$ cat src/rtl/dsp_alu_dispatch_pkg.sv
`default_nettype none
// ============================================================================
// Module      : dsp_alu_dispatch_pkg
// Description : Shared ALU opcodes and dispatch-stage state encodings.
// Revision    : 1.0 - initial release
// ============================================================================
package dsp_alu_dispatch_pkg;

  localparam logic [7:0] ALU_OP_NOP       = 8'h00;
  localparam logic [7:0] ALU_OP_ADD       = 8'h01;
  localparam logic [7:0] ALU_OP_SUB       = 8'h02;
  localparam logic [7:0] ALU_OP_MIN       = 8'h03;
  localparam logic [7:0] ALU_OP_MAX       = 8'h04;
  localparam logic [7:0] ALU_OP_ABS       = 8'h05;
  localparam logic [7:0] ALU_OP_SAT       = 8'h06;
  localparam logic [7:0] ALU_OP_CLAMP     = 8'h07;
  localparam logic [7:0] ALU_OP_LSH       = 8'h08;
  localparam logic [7:0] ALU_OP_RSH       = 8'h09;
  localparam logic [7:0] ALU_OP_ARSH      = 8'h0A;
  localparam logic [7:0] ALU_OP_ARSH_WIDE = 8'h0B;
  localparam logic [7:0] ALU_OP_MUL       = 8'h0C;
  localparam logic [7:0] ALU_OP_MADD      = 8'h0D;
  localparam logic [7:0] ALU_OP_MAC       = 8'h0E;
  localparam logic [7:0] ALU_OP_LINTERP   = 8'h0F;

  typedef enum logic [1:0] {
    DISP_STATE_IDLE = 2'd0,
    DISP_STATE_FAST = 2'd1,
    DISP_STATE_WAIT = 2'd2
  } disp_state_e;

  typedef enum logic [1:0] {
    OP_CLASS_NONE = 2'd0,
    OP_CLASS_FAST = 2'd1,
    OP_CLASS_SLOW = 2'd2
  } op_class_e;

endpackage
`default_nettype wire

$ cat src/rtl/dsp_cmd_fifo.sv
`default_nettype none
// ============================================================================
// Module      : dsp_cmd_fifo
// Description : Synchronous command FIFO with registered full/empty flags.
// Revision    : 1.0 - initial release
// ============================================================================
module dsp_cmd_fifo #(
  parameter int width = 8,
  parameter int depth = 4
) (
  input  logic             clk,
  input  logic             reset,
  input  logic             push,
  input  logic [width-1:0] wr_data,
  input  logic             pop,
  output logic [width-1:0] rd_data,
  output logic             full,
  output logic             empty
);

  localparam int AW = $clog2(depth);

  logic [width-1:0] mem_q [depth];
  logic [width-1:0] mem_d [depth];
  logic [AW-1:0]    wr_ptr_q, wr_ptr_d;
  logic [AW-1:0]    rd_ptr_q, rd_ptr_d;
  logic [AW:0]      count_q, count_d;
  logic             full_q, full_d;
  logic             empty_q, empty_d;

  always_comb begin
    mem_d    = mem_q;
    wr_ptr_d = wr_ptr_q;
    rd_ptr_d = rd_ptr_q;
    if (push) begin
      mem_d[wr_ptr_q] = wr_data;
      wr_ptr_d        = wr_ptr_q + AW'(1);
    end
    if (pop) begin
      rd_ptr_d = rd_ptr_q + AW'(1);
    end
    count_d = count_q + (AW+1)'(push) - (AW+1)'(pop);
    full_d  = (count_d == (AW+1)'(depth));
    empty_d = (count_d == '0);
  end

  always_ff @(posedge clk or negedge reset) begin
    if (!reset) begin
      for (int i = 0; i < depth; i++) begin
        mem_q[i] <= '0;
      end
      wr_ptr_q <= '0;
      rd_ptr_q <= '0;
      count_q  <= '0;
      full_q   <= 1'b0;
      empty_q  <= 1'b1;
    end else begin
      mem_q    <= mem_d;
      wr_ptr_q <= wr_ptr_d;
      rd_ptr_q <= rd_ptr_d;
      count_q  <= count_d;
      full_q   <= full_d;
      empty_q  <= empty_d;
    end
  end

  assign rd_data = mem_q[rd_ptr_q];
  assign full    = full_q;
  assign empty   = empty_q;

endmodule
`default_nettype wire

$ cat src/rtl/dsp_alu_dispatch.sv
`default_nettype none
// ============================================================================
// Module      : dsp_alu_dispatch
// Description : Queues ALU commands, issues them one at a time, captures
//               tagged results and watchdogs multi-cycle ops.
// Revision    : 1.0 - initial release
// ============================================================================
module dsp_alu_dispatch
  import dsp_alu_dispatch_pkg::*;
#(
  parameter int data_width = 16,
  parameter int depth      = 4,
  parameter int tag_width  = 4,
  parameter int timeout    = 255
) (
  input  logic                          clk,
  input  logic                          reset,
  input  logic                          in_valid,
  output logic                          in_ready,
  input  logic [7:0]                    in_op,
  input  logic [data_width-1:0]         in_a,
  input  logic [data_width-1:0]         in_b,
  input  logic [data_width-1:0]         in_c,
  input  logic [2*data_width-1:0]       in_a_wide,
  input  logic [2*data_width-1:0]       in_b_wide,
  input  logic [$clog2(data_width)-1:0] in_shift,
  input  logic                          in_no_shift,
  input  logic                          in_saturate,
  input  logic [tag_width-1:0]          in_tag,
  output logic                          alu_trigger,
  output logic [7:0]                    alu_op,
  output logic [data_width-1:0]         alu_a,
  output logic [data_width-1:0]         alu_b,
  output logic [data_width-1:0]         alu_c,
  output logic [2*data_width-1:0]       alu_a_wide,
  output logic [2*data_width-1:0]       alu_b_wide,
  output logic [$clog2(data_width)-1:0] alu_shift,
  output logic                          alu_no_shift,
  output logic                          alu_saturate,
  input  logic [data_width-1:0]         alu_result,
  input  logic [2*data_width-1:0]       alu_result_wide,
  input  logic                          alu_result_valid,
  input  logic                          alu_ready,
  output logic                          out_valid,
  input  logic                          out_ready,
  output logic [data_width-1:0]         out_result,
  output logic [2*data_width-1:0]       out_result_wide,
  output logic                          out_is_wide,
  output logic [tag_width-1:0]          out_tag,
  output logic                          out_err
);

  localparam int SW     = $clog2(data_width);
  localparam int OPND_W = 7*data_width + SW + 2;
  localparam int CMD_W  = 8 + OPND_W + tag_width;
  localparam int WD_W   = $clog2(timeout + 1);

  function automatic op_class_e op_class(input logic [7:0] op);
    case (op)
      ALU_OP_ADD, ALU_OP_SUB, ALU_OP_MIN, ALU_OP_MAX,
      ALU_OP_ABS, ALU_OP_SAT, ALU_OP_CLAMP:
        op_class = OP_CLASS_FAST;
      ALU_OP_LSH, ALU_OP_RSH, ALU_OP_ARSH, ALU_OP_ARSH_WIDE,
      ALU_OP_MUL, ALU_OP_MADD, ALU_OP_MAC, ALU_OP_LINTERP:
        op_class = OP_CLASS_SLOW;
      default:
        op_class = OP_CLASS_NONE;
    endcase
  endfunction

  logic                 fifo_full, fifo_empty, push, pop, issue;
  logic [CMD_W-1:0]     head;
  logic [7:0]           head_op;
  logic [OPND_W-1:0]    head_opnd;
  logic [tag_width-1:0] head_tag;
  op_class_e            head_class;

  disp_state_e             state_q, state_d;
  logic [7:0]              cur_op_q, cur_op_d;
  logic [tag_width-1:0]    cur_tag_q, cur_tag_d;
  logic [OPND_W-1:0]       opnd_q, opnd_d;
  logic [WD_W-1:0]         wd_q, wd_d;
  logic                    out_valid_q, out_valid_d;
  logic [data_width-1:0]   out_result_q, out_result_d;
  logic [2*data_width-1:0] out_result_wide_q, out_result_wide_d;
  logic                    out_is_wide_q, out_is_wide_d;
  logic [tag_width-1:0]    out_tag_q, out_tag_d;
  logic                    out_err_q, out_err_d;

  assign push     = in_valid && !fifo_full;
  assign in_ready = !fifo_full;

  dsp_cmd_fifo #(
    .width (CMD_W),
    .depth (depth)
  ) u_fifo (
    .clk     (clk),
    .reset   (reset),
    .push    (push),
    .wr_data ({in_op, in_a, in_b, in_c, in_a_wide, in_b_wide,
               in_shift, in_no_shift, in_saturate, in_tag}),
    .pop     (pop),
    .rd_data (head),
    .full    (fifo_full),
    .empty   (fifo_empty)
  );

  assign {head_op, head_opnd, head_tag} = head;
  assign head_class = op_class(head_op);

  // Unclassified opcodes are popped without ever reaching the ALU bus.
  assign pop   = (state_q == DISP_STATE_IDLE) && !fifo_empty && alu_ready &&
                 (!out_valid_q || out_ready);
  assign issue = pop && (head_class != OP_CLASS_NONE);

  // The ALU sees the FIFO head in the issue cycle itself; otherwise NOP with
  // operands parked at their last issued values.
  assign alu_op      = issue ? head_op : ALU_OP_NOP;
  assign alu_trigger = issue && (head_class == OP_CLASS_SLOW);
  assign {alu_a, alu_b, alu_c, alu_a_wide, alu_b_wide,
          alu_shift, alu_no_shift, alu_saturate} = issue ? head_opnd : opnd_q;

  always_comb begin
    state_d           = state_q;
    cur_op_d          = cur_op_q;
    cur_tag_d         = cur_tag_q;
    opnd_d            = opnd_q;
    wd_d              = wd_q;
    out_valid_d       = out_valid_q && !out_ready;
    out_result_d      = out_result_q;
    out_result_wide_d = out_result_wide_q;
    out_is_wide_d     = out_is_wide_q;
    out_tag_d         = out_tag_q;
    out_err_d         = out_err_q;
    case (state_q)
      DISP_STATE_IDLE: begin
        if (issue) begin
          opnd_d    = head_opnd;
          cur_op_d  = head_op;
          cur_tag_d = head_tag;
          wd_d      = '0;
          state_d   = (head_class == OP_CLASS_SLOW) ? DISP_STATE_WAIT : DISP_STATE_FAST;
        end
      end
      DISP_STATE_FAST: begin
        out_valid_d       = 1'b1;
        out_result_d      = (cur_op_q == ALU_OP_CLAMP) ? alu_result_wide[data_width-1:0]
                                                       : alu_result;
        out_result_wide_d = '0;
        out_is_wide_d     = 1'b0;
        out_tag_d         = cur_tag_q;
        out_err_d         = 1'b0;
        state_d           = DISP_STATE_IDLE;
      end
      DISP_STATE_WAIT: begin
        if (alu_result_valid) begin
          out_valid_d       = 1'b1;
          out_result_d      = alu_result;
          out_result_wide_d = alu_result_wide;
          out_is_wide_d     = (cur_op_q == ALU_OP_MAC) || (cur_op_q == ALU_OP_ARSH_WIDE);
          out_tag_d         = cur_tag_q;
          out_err_d         = 1'b0;
          state_d           = DISP_STATE_IDLE;
        end else if (wd_q == WD_W'(timeout - 1)) begin
          // Last permitted WAIT cycle elapsed: report an aborted, zeroed result.
          out_valid_d       = 1'b1;
          out_result_d      = '0;
          out_result_wide_d = '0;
          out_is_wide_d     = 1'b0;
          out_tag_d         = cur_tag_q;
          out_err_d         = 1'b1;
          state_d           = DISP_STATE_IDLE;
        end else begin
          wd_d = wd_q + WD_W'(1);
        end
      end
      default: state_d = DISP_STATE_IDLE;
    endcase
  end

  always_ff @(posedge clk or negedge reset) begin
    if (!reset) begin
      state_q           <= DISP_STATE_IDLE;
      cur_op_q          <= ALU_OP_NOP;
      cur_tag_q         <= '0;
      opnd_q            <= '0;
      wd_q              <= '0;
      out_valid_q       <= 1'b0;
      out_result_q      <= '0;
      out_result_wide_q <= '0;
      out_is_wide_q     <= 1'b0;
      out_tag_q         <= '0;
      out_err_q         <= 1'b0;
    end else begin
      state_q           <= state_d;
      cur_op_q          <= cur_op_d;
      cur_tag_q         <= cur_tag_d;
      opnd_q            <= opnd_d;
      wd_q              <= wd_d;
      out_valid_q       <= out_valid_d;
      out_result_q      <= out_result_d;
      out_result_wide_q <= out_result_wide_d;
      out_is_wide_q     <= out_is_wide_d;
      out_tag_q         <= out_tag_d;
      out_err_q         <= out_err_d;
    end
  end

  assign out_valid       = out_valid_q;
  assign out_result      = out_result_q;
  assign out_result_wide = out_result_wide_q;
  assign out_is_wide     = out_is_wide_q;
  assign out_tag         = out_tag_q;
  assign out_err         = out_err_q;

endmodule
`default_nettype wire

$ cat config.mk
export PLATFORM = sky130hd
export DESIGN_NAME = dsp_alu_dispatch
export DESIGN_NICKNAME = d
export VERILOG_FILES = /design/src/rtl/dsp_alu_dispatch_pkg.sv /design/src/rtl/dsp_cmd_fifo.sv /design/src/rtl/dsp_alu_dispatch.sv
export SDC_FILE = /design/constraint.sdc
export NUM_CORES = 1
export LEC_CHECK = 0
export ABC_CLOCK_PERIOD_IN_PS = 5600
export CAP_MARGIN = 30
export CELL_PAD_IN_SITES_DETAIL_PLACEMENT = 2
export CELL_PAD_IN_SITES_GLOBAL_PLACEMENT = 2
export CORE_UTILIZATION = 42
export CTS_CLUSTER_DIAMETER = 100
export CTS_CLUSTER_SIZE = 28
export DETAILED_ROUTE_END_ITERATION = 10
export PLACE_DENSITY = 0.95
export RECOVER_POWER = 25
export SLEW_MARGIN = 20
export SYNTH_ARGS = -nofsm -noshare
export SYNTH_HDL_FRONTEND = slang
export SYNTH_SLANG_ARGS = --single-unit
export TNS_END_PERCENT = 50
$ cat constraint.sdc
create_clock -name clk -period 5.6 [get_ports clk]
set_input_delay 1.12 -clock clk [delete_from_list [all_inputs] [get_ports clk]]
set_output_delay 1.12 -clock clk [all_outputs]
set_load 0.05 [all_outputs]
==> Word level (Yosys, flattened, before mapping) <==
Memories as Yosys holds them, arrays and structs flattened.
Cells that the tools add are included.
{ "word_totals": {"register_bits": 724, "mem_bits_ro": 32, "in_bits": 184, "out_inout_bits": 183, "wordCells": 104, "mem_count": 1} }
{ "memory_table": {"columns": ["memory", "depth", "width", "rd", "rd_ports_with_merged_regs", "wr", "line_no", "rtl"], "rows": [
  ["(no name shown)", 16, 2, 1, 0, 0, "dsp_alu_dispatch.sv:59", "case (op)"]
]} }
{ "classes": {"add_sub_neg": 5, "order_cmp": 3, "eq_ne": 12, "mux": 37, "n_bitwise": 2, "reduce_logical": 24} }
{ "ops": {"columns": ["cell", "n"], "rows": [
  ["$bwmux 520", 1],
  ["$mux 130", 3],
  ["$bmux 130 s2", 1],
  ["$demux 130 s2", 1],
  ["$mux 118", 1],
  ["$mux 32", 2],
  ["$pmux 32 s2", 1],
  ["$mux 16", 3],
  ["$mux 8", 4],
  ["$pmux 16 s2", 1],
  ["$eq 8x4->1 const B", 2],
  ["$pmux 8 s2", 1],
  ["$mux 2", 5],
  ["$add 8x1->8 const B", 1],
  ["$eq 8x3->1 const B", 1],
  ["$eq 8x8->1 const B", 1],
  ["$logic_and 1x1->1", 8],
  ["$mux 4", 2],
  ["$pmux 4 s2", 1],
  ["$ge 3x3->1 const B", 2],
  ["$mux 1", 6],
  ["$ne 2x2->1 const B", 3],
  ["$not 2->3", 2],
  ["$pmux 1 s2", 3],
  ["other kinds (17)", 27]
]} }

==> Depth between registers and ports, before layout <==
{ "depth": {"word_depth": 10, "ltp_mapped": 12, "mapped_depth_nobuf": 12} }

==> By module <==
Synthesis repeated with hierarchy kept, for this count alone.
{ "hier_totals": {"cells_unflattened": 2192, "area_unflattened_um2": 31032.3} }
{ "modules_own_cells": {"columns": ["mod", "n_inst", "cells_each", "area_each_um2", "seq_area_each_um2"], "rows": [
  ["dsp_cmd_fifo", 1, 1292, 22828.1, 13238.9],
  ["dsp_alu_dispatch", 1, 900, 8204.1, 4879.7]
]} }

==> Worst setup path before layout <==
No wires, ideal clock.
{ "synth_path": {"path_type": "input to output", "startpoint": "input out_ready", "endpoint": "output alu_a[0]", "arrival_time_ns": 2.670, "required_ns": 4.480, "setup_slack_ns": 1.810, "stages": 9, "n_path_buf": 3, "path_cell_list": "nand2b_1 > nand4b_1 > a31oi_4 > and2_1 > buf_2 > buf_6 > buf_6 > nand2_1 > nand2_1"} }
{ "synth_via": {"elab_chain_cells": 4} }
{ "synth_rtl": {"columns": ["element", "line_no", "rtl"], "rows": [
  ["from (decl)", "dsp_alu_dispatch.sv:45", "input logic out_ready,"],
  ["$logic_or 1x1->1", "dsp_alu_dispatch.sv:113", "(!out_valid_q || out_ready);"],
  ["$logic_and 1x1->1", "dsp_alu_dispatch.sv:112", "assign pop = (state_q == DISP_STATE_IDLE) && !fifo_empty && alu_ready &&"],
  ["$logic_and 1x1->1", "dsp_alu_dispatch.sv:114", "assign issue = pop && (head_class != OP_CLASS_NONE);"],
  ["$mux 118", null, null],
  ["to (decl)", "dsp_alu_dispatch.sv:32", "output logic [data_width-1:0] alu_a,"]
]} }
No other way between the ends.

==> Worst setup path in the final report <==
{ "layout_path": {"startpoint": "input out_ready", "endpoint": "output alu_c[14]"} }
{ "layout_via": {"elab_chain_cells": 4} }
{ "layout_rtl": {"columns": ["element", "line_no", "rtl"], "rows": [
  ["$logic_or 1x1->1", "dsp_alu_dispatch.sv:113", null],
  ["$logic_and 1x1->1", "dsp_alu_dispatch.sv:112", null],
  ["$logic_and 1x1->1", "dsp_alu_dispatch.sv:114", null],
  ["$mux 118", null, null],
  ["to (decl)", "dsp_alu_dispatch.sv:34", "output logic [data_width-1:0] alu_c,"]
]} }
No other way between the ends.

==> summary.md <==
| Metric | Value |
|---|---|
| Clock root buffer | sky130_fd_sc_hd__clkbuf_16 |
| Pins over their slew limit | 67 |
| Time the worst path needs with I/O delays and setup | 4.99 ns |
| Gate count after technology mapping | 2234 |
| Worst setup slack before clock tree synthesis | 0.778 ns |
| Depth of the most critical reg-to-reg path | 7 |
| DRC marker count from the first detailed-route iteration | 1048 |
| Class of the worst hold path | flip-flop to flip-flop |
| Post-detailed-route via-to-cell ratio | 5.58 |
| Initial standard-cell utilization of the core | 42.4% |
| CTS tree | built |
| Area of the mapped netlist | 0.0309 mm2 |
| Maximum buffer depth of the clock tree | 3 |
| Total leakage power | 0.0169 uW |
| Maximum frequency from static timing analysis | 201 MHz |
| Worst-skew pair later-pin latency | 0.59 ns |
| Routability congestion estimate | 0.798 |
| Endpoint class of the critical path | primary output |
| Layout overhead on the synthesized area | 20.5% |
| Maxcap violations | 1 |
| Average detailed-routed wire length per instance | 27.4 um |
| Clock transition at the registers of the reported paths | 0.11 ns |
| Dominant register cell in the synthesized netlist | sky130_fd_sc_hd__dfrtp_1 |
| Via count of the first global-routing pass | 23.5k |
| Total clock buffers created by CTS | 34 |
| Layout cell share with drive strength beyond 1 | 34.8% |
| Largest fanout on the critical path | 75 |
| Hold Violations, Final | 0 |
| Reg2reg setup slack | 2.21 ns |
| Least-Margin Pin Slew | 4.20 ns |
| Count of nets left with antenna violations after detail routing | 0 |
| Number of primary I/O pins | 367 |
| Number of antenna violations at the first check in global routing | 22 |
| Final worst-path cycle share | 89.0% |
| Area of combinational cells with multiple inputs | 0.0122 mm2 |
| Total power per unit cell area | 632 mW/mm2 |
| Critical path class | input pin to primary output |
| Final critical-path setup slack | 0.615 ns |
| Final sum of negative setup slack | 0 ns |
| Flop and latch count out of synthesis | 724 |
| GRT Overall Usage | 25.9% |
| Final Setup Violations | 0 |
| Capture instance of the worst register-to-register path | out_result[5]$_DFFE_PN0P_ |
| Number of levels the H-tree was split into | 2 |
| Nets@finish | 2732 |
| Async S/R FF share, synth | 100% |
| Floorplan die height | 273 um |
| Count of flip-flops with a built-in enable after synthesis | 0 |
| Total half-perimeter wirelength after legalization and detailed placement | 66.8 mm |
| First-pass iteration count of the detailed router | 5 |
| Row Count | 99 |
| Endpoint arrival time on the critical path | 3.87 ns |
| Residual overflow from global routing | 0 |
| Core utilization of the finished layout | 51.1% |
| Worst setup startpoint | out_ready |
| Endpoint of the most critical setup path | alu_c[14] |
| Fill cell total of the finished layout | 6736 |
| Final wirelength | 96.5 mm |
| CTS Hold Bufs | 0 |
| Maximum clock skew at final layout | 0.0323 ns |
| Slew headroom | -180% |
| Area of the placeable core | 0.0730 mm2 |
| Launch point of the worst reg-to-reg path | state_q[0]$_DFFE_PN0P_ |
| Pin count of the biggest net entering global routing | 142 |
| Failing checks | capacitance limit, slew limit |
| Sequential fraction of the synthesis area | 58.6% |
| Post-CTS Setup Bufs | 0 |
| Data required time of the worst path | 4.48 ns |
| Startpoint Class | input pin |
| Yosys Warn Count | 0 |
| Sequential cell area in the final layout | 0.0181 mm2 |
| Global-route wire length before repair | 146 mm |
| Clock sink count | 724 |
| Synthesized area per cell | 13.8 um2 |
| Horizontal die dimension | 273 um |
| RSZ-0062 raised after global routing | no |
| Outcome | finished with violations |
| Post-route DRC violation count | 0 |
| Via Count | 19.6k |
| Yosys cell types | 51 |
| Count of buffers inserted at the top-level ports | 362 |
| Die Area | 0.0748 mm2 |
| Number of instances resized during post-cts repair | 0 |
| Largest vdd supply drop | 0.342 mV |
==> power breakdown <==
part	internal [uW]	total (uW)	switching, uW
Clock	1320	3080	1760
Sequential	7680	9230	1550
Combinational	5330	11300	5940
Total	14300	23600	9250
==> cells in the mapped netlist, drive strengths merged (6+ instances only) <==
cell | count | share of area [%]
dfrtp | 723 | 58
a22o | 32 | 0.91
nor2 | 8 | 0.097
clkbuf | 99 | 1.2
nand3 | 12 | 0.19
buf | 37 | 0.80
mux4 | 126 | 9.2
nor4 | 6 | 0.14
ha | 11 | 0.44
and2 | 10 | 0.20
a22oi | 18 | 0.44
inv | 17 | 0.21
nand2 | 521 | 6.3
mux2 | 540 | 20
o21ai | 23 | 0.37
==> worst max-delay path: stages <==
cell and delay, ns:
sky130_fd_sc_hd__clkdlybuf4s50_1 0.50, sky130_fd_sc_hd__nand2b_1 0.17, sky130_fd_sc_hd__nand4b_1 0.31, sky130_fd_sc_hd__a31oi_4 0.47
sky130_fd_sc_hd__and2_4 0.27, sky130_fd_sc_hd__buf_12 0.28, sky130_fd_sc_hd__nand2_1 0.20, sky130_fd_sc_hd__nand2_1 0.20
sky130_fd_sc_hd__buf_12 0.16
==> layout by cell type (no fill, tap or decap), drive strengths merged, types with 8 or more instances in the layout <==
cell	count
a22o	32
a22oi	18
and2	10
buf	148
clkbuf	50
clkdlybuf4s50	242
dfrtp	723
diode	9
ha	11
inv	21
mux2	540
mux4	126
nand2	521
nand3	12
nor2	8
o21ai	23
==> metrics by stage <==
stage | hold WS (ns) | power (uW) | cells | instance area (um2)
floorplan | 0.439 | 16100 | 2237 | 30900
global placement | 0.451 | 19300 | 3456 | 36100
detailed placement | 0.456 | 20600 | 3458 | 36200
CTS | 0.484 | 23800 | 3512 | 37300
global route | 0.499 | 24700 | 3522 | 37300
finish | 0.480 | 23600 | 3522 | 37300
==> registers in the layout, indices dropped and copies added, names as in the netlist <==
register         cells
u_fifo.mem_q       520
out_valid            1
out_result          16
cur_op_q             8
wd_q                 8
u_fifo.rd_ptr_q      2
out_result_wide     32
out_err              1
u_fifo.empty         1
out_is_wide          1
cur_tag_q            4
opnd_q             118
u_fifo.full          1
out_tag              4
u_fifo.count_q       3
state_q              2
u_fifo.wr_ptr_q      2
==> kinds of logic after synthesis <==
family | synth area share (%)
other | 0.0121
multiplexers | 28.8
AND/OR/NAND/NOR | 7.44
AO/OA/AOI/OAI | 2.26
flip-flops | 58.6
XOR/XNOR | 0.170
adder cells (fa/ha/maj) | 0.510
buffers and inverters | 2.21
==> layout make-up <==
| type | count | area share [%] |
|---|---|---|
| flip-flops and latches | 724 | 48.6 |
| multi-input cells | 1360 | 32.7 |
| repair buffers | 399 | 12.3 |
| well taps | 959 | 3.22 |
| clock buffers | 42 | 2.59 |
| clock inverters | 12 | 0.349 |
| inverters | 17 | 0.171 |
| diodes | 9 | 0.0604 |
==> worst min path at each step <==
stage / start / endpoint / depth (start not counted)
after floorplan: opnd_q[0]$_DFFE_PN0N_ / opnd_q[0]$_DFFE_PN0N_ / 2
after global placement: opnd_q[37]$_DFFE_PN0N_ / opnd_q[37]$_DFFE_PN0N_ / 2
after detailed placement: opnd_q[92]$_DFFE_PN0N_ / opnd_q[92]$_DFFE_PN0N_ / 2
after CTS: opnd_q[92]$_DFFE_PN0N_ / opnd_q[92]$_DFFE_PN0N_ / 2
after global routing: opnd_q[92]$_DFFE_PN0N_ / opnd_q[92]$_DFFE_PN0N_ / 2
final: opnd_q[92]$_DFFE_PN0N_ / opnd_q[92]$_DFFE_PN0N_ / 2
==> per-layer routing <==
layer	wire length, um	GRT usage [%]
met4	2550	8.75
met3	3770	4.33
met1	36700	29.5
met2	53400	48.8
met5	136	0
No activity file was read; power rests on OpenSTA's default activity.
